**src/rtl/slc3_dp_pkg.sv**
```systemverilog
// slc3_dp_pkg: shared encodings and helpers for the SLC-3 datapath.
//   - ALUK, PCMUX and ADDR2MUX select encodings
//   - memory access controller state encoding
//   - sext(): sign-extends the low 'bits' bits of an instruction field
package slc3_dp_pkg;

  typedef enum logic [1:0] {
    ALUK_ADD  = 2'b00,
    ALUK_AND  = 2'b01,
    ALUK_NOT  = 2'b10,
    ALUK_PASS = 2'b11
  } aluk_e;

  typedef enum logic [1:0] {
    PCMUX_INC   = 2'b00,
    PCMUX_BUS   = 2'b01,
    PCMUX_ADDER = 2'b10,
    PCMUX_HOLD  = 2'b11
  } pcmux_e;

  typedef enum logic [1:0] {
    ADDR2_ZERO  = 2'b00,
    ADDR2_OFF6  = 2'b01,
    ADDR2_OFF9  = 2'b10,
    ADDR2_OFF11 = 2'b11
  } addr2mux_e;

  typedef enum logic {
    MEM_IDLE   = 1'b0,
    MEM_ACCESS = 1'b1
  } mem_state_e;

  // Widest datapath the sign-extension helper supports.
  localparam int SEXT_W = 64;

  // Left-align the field so its sign bit lands in the MSB, then
  // arithmetic-shift it back down; 'bits' is a constant at every call site.
  function automatic logic [SEXT_W-1:0] sext(input logic [10:0] field, input int bits);
    logic signed [SEXT_W-1:0] t;
    t = signed'({field, {(SEXT_W-11){1'b0}}}) <<< (11 - bits);
    t = t >>> (SEXT_W - bits);
    return t;
  endfunction

endpackage

```
**src/rtl/slc3_mem_ctrl.sv**
```systemverilog
// slc3_mem_ctrl: request/acknowledge memory access controller.
//   state      | meaning
//   MEM_IDLE   | no access outstanding; start launches one
//   MEM_ACCESS | req held high, waiting for ack or timeout
// Ports:
//   clk, reset      clock, synchronous active-high reset
//   start, we       one-cycle access request and its direction (1 = write)
//   ack             memory completion, honoured only in MEM_ACCESS
//   req, busy       high while an access is outstanding
//   wr              direction of the current/last access
//   done            one-cycle completion pulse (registered)
//   timeout         sticky abort flag, cleared only by reset
//   rd_load         combinational strobe: load read data into MDR this edge
module slc3_mem_ctrl
  import slc3_dp_pkg::*;
#(
  parameter int MEM_TIMEOUT = 255
) (
  input  logic clk,
  input  logic reset,
  input  logic start,
  input  logic we,
  input  logic ack,
  output logic req,
  output logic wr,
  output logic busy,
  output logic done,
  output logic timeout,
  output logic rd_load
);

  // The counter holds the number of ACCESS cycles already spent without ack,
  // so req stays high for exactly MEM_TIMEOUT cycles before an abort.
  localparam int CW = (MEM_TIMEOUT > 1) ? $clog2(MEM_TIMEOUT) : 1;
  localparam logic [CW-1:0] WAIT_LAST = CW'(MEM_TIMEOUT - 1);

  mem_state_e state, state_nxt;
  logic [CW-1:0] wait_cnt, wait_cnt_nxt;
  logic wr_nxt, done_nxt, timeout_set;

  always_ff @(posedge clk) begin
    if (reset) begin
      state    <= MEM_IDLE;
      wait_cnt <= '0;
      wr       <= 1'b0;
      done     <= 1'b0;
      timeout  <= 1'b0;
    end else begin
      state    <= state_nxt;
      wait_cnt <= wait_cnt_nxt;
      wr       <= wr_nxt;
      done     <= done_nxt;
      timeout  <= timeout | timeout_set;
    end
  end

  always_comb begin
    state_nxt    = state;
    wait_cnt_nxt = wait_cnt;
    wr_nxt       = wr;
    done_nxt     = 1'b0;
    timeout_set  = 1'b0;
    rd_load      = 1'b0;
    case (state)
      MEM_IDLE: begin
        if (start) begin
          state_nxt    = MEM_ACCESS;
          wait_cnt_nxt = '0;
          wr_nxt       = we;
        end
      end
      MEM_ACCESS: begin
        // An ack in the final allowed cycle still completes the access.
        if (ack) begin
          state_nxt = MEM_IDLE;
          done_nxt  = 1'b1;
          rd_load   = ~wr;
        end else if (wait_cnt == WAIT_LAST) begin
          state_nxt   = MEM_IDLE;
          timeout_set = 1'b1;
        end else begin
          wait_cnt_nxt = wait_cnt + 1'b1;
        end
      end
      default: state_nxt = MEM_IDLE;
    endcase
  end

  assign req  = (state == MEM_ACCESS);
  assign busy = (state == MEM_ACCESS);

endmodule

```
**src/rtl/slc3_datapath_gen.sv**
```systemverilog
// slc3_datapath_gen: parametrised SLC-3 datapath driven by an external
// control FSM. Holds PC/IR/MAR/MDR, an 8-entry register file, ALU, address
// adder, NZP/BEN, a registered LED latch and a req/ack memory port.
// Ports:
//   Clk, Reset                 clock, synchronous active-high reset
//   LD_*                       register load enables
//   Gate*                      bus driver enables
//   SR2MUX..ALUK               datapath mux selects
//   Mem_Start, Mem_WE          launch a memory access at MAR (read/write)
//   Mem_Rdata, Mem_Ack         memory response
//   Mem_Req, Mem_Wr, Mem_Addr, Mem_Wdata, Mem_Busy, Mem_Done, Mem_Timeout
//   PC, IR, MAR, MDR, NZP, BEN, LED, Bus_Err
// Build option SLC3_BUS_CHECK_EN: when defined, more than one asserted gate
// forces the bus to zero and sets the sticky Bus_Err flag; otherwise gates
// resolve by fixed priority ALU > MARMUX > PC > MDR and Bus_Err is 0.
module slc3_datapath_gen
  import slc3_dp_pkg::*;
#(
  parameter int WIDTH       = 16,
  parameter int LED_W       = 10,
  parameter int MEM_TIMEOUT = 255
) (
  input  logic             Clk,
  input  logic             Reset,
  input  logic             LD_MAR,
  input  logic             LD_MDR,
  input  logic             LD_IR,
  input  logic             LD_BEN,
  input  logic             LD_CC,
  input  logic             LD_REG,
  input  logic             LD_PC,
  input  logic             LD_LED,
  input  logic             GatePC,
  input  logic             GateMDR,
  input  logic             GateALU,
  input  logic             GateMARMUX,
  input  logic             SR2MUX,
  input  logic             ADDR1MUX,
  input  logic             DRMUX,
  input  logic             SR1MUX,
  input  logic [1:0]       PCMUX,
  input  logic [1:0]       ADDR2MUX,
  input  logic [1:0]       ALUK,
  input  logic             Mem_Start,
  input  logic             Mem_WE,
  input  logic [WIDTH-1:0] Mem_Rdata,
  input  logic             Mem_Ack,
  output logic             Mem_Req,
  output logic             Mem_Wr,
  output logic [WIDTH-1:0] Mem_Addr,
  output logic [WIDTH-1:0] Mem_Wdata,
  output logic             Mem_Busy,
  output logic             Mem_Done,
  output logic             Mem_Timeout,
  output logic [WIDTH-1:0] PC,
  output logic [WIDTH-1:0] IR,
  output logic [WIDTH-1:0] MAR,
  output logic [WIDTH-1:0] MDR,
  output logic [2:0]       NZP,
  output logic             BEN,
  output logic [LED_W-1:0] LED,
  output logic             Bus_Err
);

  logic [WIDTH-1:0] regs [8];
  logic [2:0]       dr, sr1, sr2;
  logic [WIDTH-1:0] sr1_out, sr2_out, alu_b, alu_out;
  logic [WIDTH-1:0] addr1, addr2, adder, bus, pc_next;
  logic [SEXT_W-1:0] sx5, sx6, sx9, sx11;
  logic [WIDTH-1:0] imm5, off6, off9, off11;
  logic             mem_rd_load;

  assign sx5   = sext({6'b0, IR[4:0]}, 5);
  assign sx6   = sext({5'b0, IR[5:0]}, 6);
  assign sx9   = sext({2'b0, IR[8:0]}, 9);
  assign sx11  = sext(IR[10:0], 11);
  assign imm5  = sx5[WIDTH-1:0];
  assign off6  = sx6[WIDTH-1:0];
  assign off9  = sx9[WIDTH-1:0];
  assign off11 = sx11[WIDTH-1:0];

  // Upper sign-extension bits beyond WIDTH are intentionally discarded.
  logic unused_sext;
  assign unused_sext = ^{sx5, sx6, sx9, sx11};

  assign dr  = DRMUX ? 3'b111 : IR[11:9];
  assign sr1 = SR1MUX ? IR[8:6] : IR[11:9];
  assign sr2 = IR[2:0];
  assign sr1_out = regs[sr1];
  assign sr2_out = regs[sr2];

  assign alu_b = SR2MUX ? imm5 : sr2_out;

  always_comb begin
    alu_out = sr1_out;
    case (aluk_e'(ALUK))
      ALUK_ADD:  alu_out = sr1_out + alu_b;
      ALUK_AND:  alu_out = sr1_out & alu_b;
      ALUK_NOT:  alu_out = ~sr1_out;
      ALUK_PASS: alu_out = sr1_out;
      default:   alu_out = sr1_out;
    endcase
  end

  assign addr1 = ADDR1MUX ? sr1_out : PC;

  always_comb begin
    addr2 = '0;
    case (addr2mux_e'(ADDR2MUX))
      ADDR2_ZERO:  addr2 = '0;
      ADDR2_OFF6:  addr2 = off6;
      ADDR2_OFF9:  addr2 = off9;
      ADDR2_OFF11: addr2 = off11;
      default:     addr2 = '0;
    endcase
  end

  assign adder = addr1 + addr2;

`ifdef SLC3_BUS_CHECK_EN
  logic [3:0] gates;
  logic       gate_conflict;
  logic       bus_err_q;

  assign gates = {GateALU, GateMARMUX, GatePC, GateMDR};
  // Clearing the lowest set bit leaves something only if two or more are set.
  assign gate_conflict = (gates & (gates - 4'd1)) != 4'd0;

  always_comb begin
    bus = '0;
    if (!gate_conflict) begin
      if (GateALU)         bus = alu_out;
      else if (GateMARMUX) bus = adder;
      else if (GatePC)     bus = PC;
      else if (GateMDR)    bus = MDR;
    end
  end

  always_ff @(posedge Clk) begin
    if (Reset)              bus_err_q <= 1'b0;
    else if (gate_conflict) bus_err_q <= 1'b1;
  end

  assign Bus_Err = bus_err_q;
`else
  always_comb begin
    bus = '0;
    if (GateALU)         bus = alu_out;
    else if (GateMARMUX) bus = adder;
    else if (GatePC)     bus = PC;
    else if (GateMDR)    bus = MDR;
  end

  assign Bus_Err = 1'b0;
`endif

  always_comb begin
    pc_next = PC;
    case (pcmux_e'(PCMUX))
      PCMUX_INC:   pc_next = PC + 1'b1;
      PCMUX_BUS:   pc_next = bus;
      PCMUX_ADDER: pc_next = adder;
      PCMUX_HOLD:  pc_next = PC;
      default:     pc_next = PC;
    endcase
  end

  always_ff @(posedge Clk) begin
    if (Reset) begin
      PC  <= '0;
      IR  <= '0;
      MAR <= '0;
      MDR <= '0;
      NZP <= 3'b010;
      BEN <= 1'b0;
      LED <= '0;
      for (int i = 0; i < 8; i++) regs[i] <= '0;
    end else begin
      if (LD_PC)  PC  <= pc_next;
      if (LD_IR)  IR  <= bus;
      if (LD_MAR) MAR <= bus;
      // A read completion takes precedence over a bus load in the same cycle.
      if (mem_rd_load)  MDR <= Mem_Rdata;
      else if (LD_MDR)  MDR <= bus;
      if (LD_CC) begin
        if (bus[WIDTH-1])    NZP <= 3'b100;
        else if (bus == '0)  NZP <= 3'b010;
        else                 NZP <= 3'b001;
      end
      if (LD_BEN) BEN <= |(IR[11:9] & NZP);
      if (LD_LED) LED <= IR[LED_W-1:0];
      if (LD_REG) regs[dr] <= bus;
    end
  end

  slc3_mem_ctrl #(
    .MEM_TIMEOUT(MEM_TIMEOUT)
  ) u_mem_ctrl (
    .clk     (Clk),
    .reset   (Reset),
    .start   (Mem_Start),
    .we      (Mem_WE),
    .ack     (Mem_Ack),
    .req     (Mem_Req),
    .wr      (Mem_Wr),
    .busy    (Mem_Busy),
    .done    (Mem_Done),
    .timeout (Mem_Timeout),
    .rd_load (mem_rd_load)
  );

  assign Mem_Addr  = MAR;
  assign Mem_Wdata = MDR;

endmodule

```
**config.mk**
```make
export PLATFORM = sky130hd
export DESIGN_NAME = slc3_datapath_gen
export DESIGN_NICKNAME = d
export VERILOG_FILES = /design/src/rtl/slc3_dp_pkg.sv /design/src/rtl/slc3_mem_ctrl.sv /design/src/rtl/slc3_datapath_gen.sv
export SDC_FILE = /design/constraint.sdc
export NUM_CORES = 1
export LEC_CHECK = 0
export CAP_MARGIN = 0
export CORE_AREA = 2 2 159 161
export CTS_CLUSTER_DIAMETER = 150
export DETAILED_ROUTE_END_ITERATION = 8
export DIE_AREA = 0 0 161 163
export PLACE_DENSITY_LB_ADDON = 0.25
export SYNTH_ARGS = -nofsm -noshare
export SYNTH_HDL_FRONTEND = slang
export SYNTH_SLANG_ARGS = --single-unit
```
**constraint.sdc**
```tcl
create_clock -name Clk -period 10.7 [get_ports Clk]
set_clock_uncertainty 0.2 [all_clocks]
set_input_delay 2.14 -clock Clk [delete_from_list [all_inputs] [get_ports Clk]]
set_output_delay 2.14 -clock Clk [all_outputs]
set_load 0.01 [all_outputs]
```
# Yosys cells after proc, flatten, opt, wreduce, memory -nomap -nowiden
# Memories as Yosys holds them, arrays and structs flattened. A register that Yosys moved wholly into a read port is not among the register bits.
# Cells that the tools add are included.
dict set report op_classes {
  add_sub_neg 4
  eq_ne 13
  muxes 39
  bitwise 7
  reduce_logical 11
}
# op count
set op_table {}
lappend op_table {{2-to-1 mux 16 bit} 9}
lappend op_table {{case mux 16 bit (4 select lines)} 2}
lappend op_table {{case mux 16 bit (3 select lines)} 1}
lappend op_table {{adder 16 bit} 2}
lappend op_table {{2-to-1 mux 8 bit} 3}
lappend op_table {{2-to-1 mux 3 bit} 6}
lappend op_table {{adder 16 x 1 -> 16 bit (second input constant)} 1}
lappend op_table {{bitwise AND 16 bit} 1}
lappend op_table {{logical NOT 16 bit} 1}
lappend op_table {{NOT 16 bit} 1}
lappend op_table {{case mux 8 bit (2 select lines)} 1}
lappend op_table {{OR reduction 16 bit} 1}
lappend op_table {{2-to-1 mux 1 bit} 15}
lappend op_table {{equality test 2 bit (second input constant)} 6}
lappend op_table {{adder 8 x 1 -> 8 bit (second input constant)} 1}
lappend op_table {{equality test 8 bit (second input constant)} 1}
lappend op_table {{equality test 2 x 1 -> 1 bit (second input constant)} 3}
lappend op_table {{logical NOT 2 bit} 3}
lappend op_table {{!= test 2 bit (second input constant)} 3}
lappend op_table {{AND reduction 2 bit} 2}
lappend op_table {{bitwise AND 3 bit} 1}
lappend op_table {{NOT 1 bit} 3}
lappend op_table {{AND reduction 3 bit} 1}
lappend op_table {{OR reduction 3 bit} 1}
lappend op_table {{other kinds (5)} 5}
dict set report totals {
  register_bits 90
  ramBits 128
  in_bits 43
  out_inout_bits 116
  memories 1
}
# name words word_bits rd rd_clocked_by_memory_dff write_ports line_no
set memory_table {}
lappend memory_table {regs 8 16 2 1 8 slc3_datapath_gen.sv:65} ;# logic [WIDTH-1:0] regs [8];

# Longest topological paths before layout
# Gate-level depths: netlist of run 1.
# An unclocked memory read counts as a cell.
dict set report depth {
  depth_word 9
  depth_mapped 22
  depth_no_buf 18
}

# By module
# Synthesis of run 1 repeated with hierarchy kept, for this count alone.
dict set report unflattened {
  cells_unflattened 1652
  area_unflattened_um2 14639.0
}
# mod instances cells_per_inst area_each_um2 seq_area_each_um2
set modules_own_cells {}
lappend modules_own_cells {slc3_datapath_gen 1 1584 14002.2 5465.2}
lappend modules_own_cells {slc3_mem_ctrl 1 68 636.9 240.2}

# Worst setup path before layout of run 1
# No wires, ideal clock.
dict set report synth_timing {
  path_type {input port to flip-flop}
  startpoint {input port SR1MUX}
  endpoint {memory regs[0][13] (data pin)}
  setup_ps 266
  t_arrival_ps 5826
  required_time_ps 10234
  slack_ps 4408
  path_stages 17
  n_path_buf 3
  cell_sequence {buf_6 > nand2_1 > clkbuf_1 > o22ai_1 > a221oi_1 > o32ai_2 > mux2_2 > ha_1 > a211oi_1 > o21bai_1 > o21ai_0 > o21ai_0 > a41oi_1 > mux2_2 > a211oi_1 > clkbuf_1 > nor2_1}
}
# element line_no
set synth_rtl {}
lappend synth_rtl {{start, declared} slc3_datapath_gen.sv:40} ;# input logic SR1MUX,
lappend synth_rtl {{end, declared} slc3_datapath_gen.sv:65}

# Final worst setup path of run 1
dict set report layout_timing {
  startpoint {input port SR1MUX}
  endpoint {register NZP[0]}
}
dict set report layout_between {
  elab_chain_cells 9
  word_cells_on_any_way 13
  cone_classes {2 x add/sub; 7 x mux; 2 x bitwise; 1 x reduce/logical; 1 x memory}
}
# element line_no
set layout_lines {}
lappend layout_lines {{2-to-1 mux 3 bit *} slc3_datapath_gen.sv:87} ;# assign sr1 = SR1MUX ? IR[8:6] : IR[11:9];
lappend layout_lines {{memory read (8 x 16 bit) *} --}
lappend layout_lines {{2-to-1 mux 16 bit} slc3_datapath_gen.sv:105} ;# assign addr1 = ADDR1MUX ? sr1_out : PC;
lappend layout_lines {{adder 16 bit} slc3_datapath_gen.sv:118} ;# assign adder = addr1 + addr2;
lappend layout_lines {{2-to-1 mux 16 bit} slc3_datapath_gen.sv:149} ;# else if (GateMARMUX) bus = adder;
lappend layout_lines {{2-to-1 mux 16 bit *} slc3_datapath_gen.sv:148} ;# if (GateALU) bus = alu_out;
lappend layout_lines {{logical NOT 16 bit} slc3_datapath_gen.sv:187} ;# else if (bus == '0) NZP <= 3'b010;
lappend layout_lines {{2-to-1 mux 2 bit} slc3_datapath_gen.sv:187}
lappend layout_lines {{2-to-1 mux 3 bit *} slc3_datapath_gen.sv:186} ;# if (bus[WIDTH-1]) NZP <= 3'b100;
lappend layout_lines {{end signal, assigned} slc3_datapath_gen.sv:186}
lappend layout_lines {{end signal, assigned} slc3_datapath_gen.sv:187}
lappend layout_lines {{end signal, assigned} slc3_datapath_gen.sv:188} ;# else NZP <= 3'b001;
lappend layout_lines {{end, declared} slc3_datapath_gen.sv:59} ;# output logic [2:0] NZP,
# Mark *: on every way between the ends. The rest lies on a longest branch, timed or not.
# A chain may end at the register's enable or synchronous reset.

==> summary.txt, run 1 <==
Timing
  – Worst-Margin Slew: 1.16 ns
  – Fin Setup TNS: 0 ns
  – RSZ-0062 raised after global routing: false
  – Crit share post-route: 0.739
  – Fmax achieved: 127 MHz
  – Relative slew slack: 0.224
  – Hold Violations, Final: 0
  – Max Slew Vio Count: 0
  – Time the worst path needs with I/O delays and setup: 7.90 ns
  – Final setup violation count: 0

Setup path
  – CP Cell Sequence: clkdlybuf4s50_1 -> buf_4 -> mux2i_2 -> o21ai_1 -> o22ai_1 -> inv_1 -> nand2_1 -> o21ai_0 -> ha_1 -> a211o_1 -> o21ai_0 -> o21ai_0 -> a41oi_1 -> mux2_2 -> a211oi_2 -> nand3_1 -> nor4_2 -> o21ai_1
  – Worst Setup EP: NZP[0]
  – Crit path DAT: 8.11 ns
  – Flop2flop setup slack: 4.50 ns
  – Startpoint Class: input pin
  – CP max FO: 28
  – Worst Reg-to-Reg Cells: 17
  – Worst EP required: 10.90 ns
  – CP startpoint: SR1MUX
  – Worst reg2reg endpoint: NZP[0]
  – CP Class: input pin to flop
  – Worst path most repeated cell: o21ai_0
  – RR Startpoint: IR[7]
  – Worst path slowest cell: mux2i_2
  – Worst Setup End Kind: flop
  – Worst path max stage delay: 0.93 ns

CTS
  – CTS buffer count: 23
  – Buffer depth of the longest clock path: 3
  – Post-CTS Setup Inserts: 0
  – Hold-fix buffers at CTS: 0
  – Clock latency on the worst-skew pair: 0.53 ns
  – Clock slew at reported path FFs: 0.06 ns
  – Post_cts resized: 0
  – Sink Count: 221
  – Root buffer cell: clkbuf_16
  – TritonCTS clock tree: built
  – # H-tree levels: 1

Yosys
  – Flops & latches, synth: 221
  – Seq/Total Area, Yosys: 0.394
  – Mapped Avg Cell Area: 8.81 µm²
  – Synthesized area: 14500 µm²
  – Synth warnings: 0
  – Count of different cell masters after synthesis: 84
  – Async set-reset flop share out of synthesis: 0
  – Predominant post-synthesis flop cell: edfxtp_1
  – Post-Syn Instances: 1645
  – Syn Nets: 1727
  – EDFF count, synth: 128

Placed design
  – Port Buf Inserts: 157
  – Placed cell count: 1999
  – Dpl hpwl: 33600 µm
  – Gpl congestion: 0.965

GRT
  – Number of global-route vias before repair: 12500
  – GRT Overall Usage: 0.360
  – First-pass GRT wire length: 72900 µm
  – Grt total ovfl: 0
  – Initial antenna violation count: 1
  – Largest net degree at the start of global routing: 46

Power
  – PD cells: 162 nW/µm²
  – Peak VDD IR: 0.141 mV
  – Total power: 2.68 mW
  – Lkg Pwr: 6.13 nW

Finish
  – Area growth, synth to finish: 14.3%
  – Fill cells: 2007
  – Share of cells above drive strength 1: 0.0772
  – Nets: 1776
  – Finished Layout Cells: 2040

Run status
  – Status: complete, no violations

Drt
  – First DRT Iteration DRCs: 1982
  – Routed vias/inst: 6.64
  – Residual DRC count: 0
  – Drt pass-1 iters: 7
  – Final wirelength: 48400 µm
  – Antenna Nets Post-Route: 0
  – DR WL/cell: 23.7 µm
  – Via count: 13500

Floorplan
  – I/O pin count: 159
  – Height of the die: 163 µm
  – Die width: 161 µm
  – Initial Util: 0.587
  – Row cnt: 58
  – Die ar.: 26200 µm²
  – Core ar.: 24700 µm²

Flow run
  – Total of max-cap violations: 0

Min path
  – Worst hold path class: flop to flop
## logic make-up after synthesis
family                     count (synthesis)  synth area share
buffers and inverters                    207            0.0672
xor gates and xnor gates                  24            0.0150
muxes                                    105             0.111
AOI/OAI and AO/OA                        435             0.196
adders and majority gates                 39            0.0347
DFF                                      221             0.394
other                                      1          0.000259
and+or+nand+nor                          613             0.182
## flip-flops by register name, indices dropped and copies added, names as in the netlist, 3 cells and up, named ones only
register             count
IR                      16
LED                     10
MAR                     16
MDR                     16
NZP                      3
PC                      16
regs                   128
u_mem_ctrl.wait_cnt      8
## worst min path at each step
stage / depth (start not counted) / slack, ns / endpoint / startpoint
6_report: 2 / 0.28 / u_mem_ctrl.timeout / u_mem_ctrl.timeout
5_1_grt: 2 / 0.32 / LED[7] / LED[7]
4_1_cts: 1 / 0.28 / u_mem_ctrl.wait_cnt[6] / u_mem_ctrl.wait_cnt[6]
3_5_place_dp: 1 / 0.27 / u_mem_ctrl.wait_cnt[6] / u_mem_ctrl.wait_cnt[6]
3_3_place_gp: 2 / 0.25 / u_mem_ctrl.timeout / u_mem_ctrl.timeout
2_1_floorplan: 1 / 0.25 / u_mem_ctrl.wait_cnt[6] / u_mem_ctrl.wait_cnt[6]
## cells in the final DEF (no fill, tap or decap), types with 15 or more instances in the layout
cell type        Yosys  layout
nor3_1              22      21
clkbuf_16            0      23
clkdlybuf4s50_1      0     156
nand2_1            137     137
nand2b_1            15      15
mux2i_1             45      45
ha_1                37      37
a21oi_1            127     127
o22ai_1             17      17
dfxtp_1             93      92
nand3_1             31      31
buf_4               37      22
o21ai_0             84      84
a211oi_1            73      72
nor2_1             326     326
nor2b_1             42      42
inv_1               51      51
edfxtp_1           128     128
mux2_2              16      16
mux4_2              35      35
## synth_stat cells (5+ instances only)
library cell | instances | area (µm²)
a211o_1 | 7 | 61.3
o221ai_1 | 7 | 61.3
inv_1 | 51 | 191
a22oi_1 | 5 | 37.5
edfxtp_1 | 128 | 3840
dfxtp_1 | 93 | 1860
nand2b_1 | 15 | 93.8
clkbuf_1 | 82 | 308
o22ai_1 | 17 | 106
o21ai_0 | 84 | 420
xnor2_1 | 10 | 87.6
buf_1 | 10 | 37.5
xor2_1 | 13 | 114
mux2_2 | 16 | 180
a22o_1 | 5 | 43.8
ha_1 | 37 | 463
o21a_1 | 11 | 82.6
o211ai_1 | 12 | 90.1
a21o_1 | 8 | 60.1
nand2_1 | 137 | 514
buf_4 | 37 | 278
buf_2 | 22 | 110
a21oi_1 | 127 | 636
or3_1 | 8 | 50.1
a221oi_1 | 7 | 61.3
a211oi_1 | 73 | 548
o21ai_1 | 6 | 30.0
nor2b_1 | 42 | 263
nor3_1 | 22 | 110
and3_1 | 7 | 43.8
mux4_2 | 35 | 788
a31oi_1 | 11 | 68.8
nor2_1 | 326 | 1220
nand3_1 | 31 | 155
mux2i_1 | 45 | 450
## area by class of cell
cell class / instances / area [µm²] / area share
antenna: 1 / 2.50 / 0.000151
clock buffer: 32 / 649 / 0.0392
clock inverter: 8 / 40.0 / 0.00242
inverter: 52 / 195 / 0.0118
multi-input combinational: 1217 / 7830 / 0.473
sequential: 221 / 5710 / 0.344
tap: 330 / 413 / 0.0249
timing repair buffer: 179 / 1730 / 0.104
## where the power goes
part           leakage, nW  total (mW)  internal, mW  switching [mW]
Clock                0.343       0.753         0.421           0.332
Sequential            2.09        1.02         0.955          0.0622
Combinational         3.70       0.909         0.356           0.553
## worst max-delay path: cells and delay by family
family                     cells  cell delay (ns)
AOI/OAI and AO/OA              9             2.77
adders and majority gates      1             0.25
and+or+nand+nor                3             0.58
buffers and inverters          3             1.05
muxes                          2             1.32
## through the flow
stage | setup slack (ns) | util | hold slack [ns] | cell area (µm²)
after floorplan | 4.41 | - | 0.249 | 14500
after global placement | 2.58 | 0.644 | 0.249 | 15900
after detailed placement | 2.49 | 0.644 | 0.273 | 15900
after CTS | 3.01 | 0.672 | 0.284 | 16600
after global routing | 2.47 | 0.672 | 0.324 | 16600
final | 2.80 | 0.672 | 0.284 | 16600
## routing by layer
layer | wire length [µm] | track usage | vias to the layer above
li1 | - | - | 6009
met1 | 18900 | 0.493 | 6469
met2 | 21400 | 0.545 | 901
met3 | 5910 | 0.0912 | 167
met4 | 2310 | 0.156 | 0
met5 | 0 | 0 | -
Note: power is estimated with default switching activity, not from simulation.
==> run 2, diff against run 1 <==
--- a/config.mk
+++ b/config.mk
@@ -6,10 +6,10 @@
 export NUM_CORES = 1
 export LEC_CHECK = 0
 export CAP_MARGIN = 0
-export CORE_AREA = 2 2 159 161
+export CORE_AREA = 2 2 170 172
 export CTS_CLUSTER_DIAMETER = 150
 export DETAILED_ROUTE_END_ITERATION = 8
-export DIE_AREA = 0 0 161 163
+export DIE_AREA = 0 0 172 174
 export PLACE_DENSITY_LB_ADDON = 0.25
 export SYNTH_ARGS = -nofsm -noshare
 export SYNTH_HDL_FRONTEND = slang
==> constraint.sdc (replaced) <==
create_clock -name Clk -period 7.2 [get_ports Clk]
set_clock_uncertainty 0.2 [all_clocks]
set_input_delay 1.44 -clock Clk [delete_from_list [all_inputs] [get_ports Clk]]
set_output_delay 1.44 -clock Clk [all_outputs]
set_load 0.01 [all_outputs]
==> summary.txt, run 2 (synthesis results as in run 1) <==
Run status
  – Status: complete, no violations (unchanged)

Finish
  – Finished Layout Cells: 2126 (was 2040)
  – Cell area after layout: 16900 µm² (was 16600 µm²)
  – Fill cells: 2498 (was 2007)
  – Reg with most FFs: regs (unchanged)
  – # diodes: 0 (was 1)
  – Nets: 1806 (was 1776)
  – Largest register FFs: 128 (unchanged)
  – Commonest non-fill, non-tap cells in the layout: 326 x nor2_1, 156 x clkdlybuf4s50_1, 137 x nand2_1, 128 x edfxtp_1, 127 x a21oi_1 (unchanged)
  – Commonest non-fill, non-tap cell in the layout: nor2_1 (unchanged)
  – Share of cells above drive strength 1: 0.0918 (was 0.0772)
  – Area growth, synth to finish: 16.7% (was 14.3%)

CTS
  – Clock latency on the worst-skew pair: 0.52 ns (was 0.53 ns)
  – Sink Count: 221 (unchanged)
  – Root buffer cell: clkbuf_16 (unchanged)
  – Hold-fix buffers at CTS: 0 (unchanged)
  – Post-CTS Setup Inserts: 0 (unchanged)
  – Clock slew at reported path FFs: 0.06 ns (about the same)
  – CTS buffer count: 25 (was 23)
  – # H-tree levels: 1 (unchanged)
  – Post_cts resized: 0 (unchanged)
  – TritonCTS clock tree: built (unchanged)
  – Buffer depth of the longest clock path: 3 (unchanged)

Floorplan
  – I/O pin count: 159 (unchanged)
  – Die ar.: 29900 µm² (was 26200 µm²)
  – Initial Util: 0.513 (was 0.587)
  – Row cnt: 62 (was 58)
  – Core ar.: 28200 µm² (was 24700 µm²)
  – Height of the die: 174 µm (was 163 µm)
  – Die width: 172 µm (was 161 µm)

Timing
  – Hold Violations, Final: 0 (unchanged)
  – Fmax achieved: 151 MHz
  – Crit share post-route: 0.922
  – Final WS setup: 0.560 ns (was 2.80 ns)
  – Time the worst path needs with I/O delays and setup: 6.64 ns
  – Final setup violation count: 0 (unchanged)
  – RSZ-0062 raised after global routing: false (unchanged)
  – Relative slew slack: 0.226 (was 0.224)
  – Worst-Margin Slew: 1.16 ns (about the same)
  – Fin Setup TNS: 0 ns (unchanged)
  – Max Slew Vio Count: 0 (unchanged)

Flow run
  – Total of max-cap violations: 0 (unchanged)

GRT
  – Grt total ovfl: 0 (unchanged)
  – Largest net degree at the start of global routing: 83 (was 46)
  – GRT Overall Usage: 0.347 (was 0.360)
  – Number of global-route vias before repair: 12800 (was 12500)
  – First-pass GRT wire length: 78300 µm (was 72900 µm)
  – Initial antenna violation count: 0 (was 1)

Placed design
  – Placed cell count: 2081 (was 1999)
  – Gpl congestion: 0.976 (was 0.965)
  – Dpl hpwl: 37200 µm (was 33600 µm)
  – Dpl cell area: 16200 µm² (was 15900 µm²)
  – Pre-CTS WS: 0.227 ns (was 2.49 ns)
  – Port Buf Inserts: 157 (unchanged)

Min path
  – Hold path cells: 2 (unchanged)
  – Worst hold path class: flop to flop (unchanged)
  – HP Start: u_mem_ctrl.timeout (unchanged)
  – WHS Endpoint: u_mem_ctrl.timeout (unchanged)

Setup path
  – CP startpoint: SR1MUX (unchanged)
  – Worst EP required: 7.40 ns (was 10.90 ns)
  – Startpoint Class: input pin (unchanged)
  – Flop2flop setup slack: 1.27 ns (was 4.50 ns)
  – Worst Setup End Kind: flop (unchanged)
  – CP Class: input pin to flop (unchanged)
  – Worst reg2reg endpoint: NZP[0] (unchanged)
  – CP max FO: 20 (was 28)
  – RR Startpoint: IR[10] (was IR[7])
  – Worst Reg-to-Reg Cells: 17 (unchanged)
  – Crit path DAT: 6.84 ns (was 8.11 ns)

Power
  – Net Sw Frac: 0.355 (was 0.354)
  – PD cells: 243 nW/µm² (was 162 nW/µm²)
  – Peak VDD IR: 0.231 mV (was 0.141 mV)
  – Lkg Pwr: 6.29 nW (was 6.13 nW)
  – Clk network pwr share: 0.288 (was 0.281)
  – Total power: 4.11 mW (was 2.68 mW)
  – Flop pwr share: 0.370 (was 0.380)
  – P_sw: 1.46 mW (was 0.948 mW)
  – Pint: 2.65 mW (was 1.73 mW)
  – Logic pwr share: 0.342 (was 0.339)

Drt
  – Antenna Nets Post-Route: 0 (unchanged)
  – Met2 routed WL: 23900 µm (was 21400 µm)
  – First DRT Iteration DRCs: 1686 (was 1982)
  – Drt pass-1 iters: 9 (was 7)
  – Via count: 13600 (was 13500)
  – Met1 WL: 20300 µm (was 18900 µm)
  – Residual DRC count: 0 (unchanged)
  – DR WL/cell: 24.6 µm (was 23.7 µm)
  – Final wirelength: 52200 µm (was 48400 µm)
  – Routed vias/inst: 6.38 (was 6.64)
  – Uppermost layer routed: met4 (unchanged)
  – WL met3: 5880 µm (was 5910 µm)
## run 2: worst max-delay path, cell delays in order
cell and delay, ns:
clkdlybuf4s50_1 0.45, buf_4 0.29, or2_1 0.51, o22ai_1 0.17
a211oi_1 0.29, a2bb2oi_2 0.31, mux2_2 0.23, ha_1 0.24
a211oi_1 0.25, o21bai_1 0.16, o21ai_0 0.26, o21ai_0 0.20
a41oi_1 0.42, mux2_2 0.39, a211oi_2 0.58, nand3_1 0.17
nor4_2 0.33, o21ai_1 0.12
## run 2: per-stage QoR
stage,hold WS (ns),util
CTS,0.278,0.599
global placement,0.248,0.573
finish,0.273,0.599
floorplan,0.249,-
global route,0.309,0.599
detailed placement,0.265,0.573
## run 2: area by class of cell
type / instances / area [µm²] / share of cell area
Clock buffer: 34 / 659 / 0.0390
Inverter: 52 / 195 / 0.0115
Multi-Input combinational cell: 1217 / 7830 / 0.463
Sequential cell: 221 / 5710 / 0.337
Tap cell: 384 / 480 / 0.0284
Timing Repair Buffer: 207 / 1950 / 0.116
Clock inverter: 11 / 81.3 / 0.00481
## run 2: per-layer routing
layer,GRT usage,up-vias
met5,0,-
met4,0.126,0
met3,0.0774,156
met2,0.546,865
met1,0.469,6482
li1,-,6069
## run 2: worst max path at each step
stage,end,depth (start not counted)
2_1_floorplan,regs[0][13],17
3_3_place_gp,NZP[0],18
3_5_place_dp,NZP[0],18
4_1_cts,NZP[0],18
5_1_grt,NZP[0],18
6_report,NZP[0],18
## run 2: power groups by stage
stage,clock network (mW),logic [mW],registers [mW]
global placement,0,1.36,1.54
floorplan,0,0.881,1.51
global route,1.24,1.50,1.53
CTS,1.19,1.38,1.52
detailed placement,0,1.37,1.54
finish,1.18,1.41,1.52
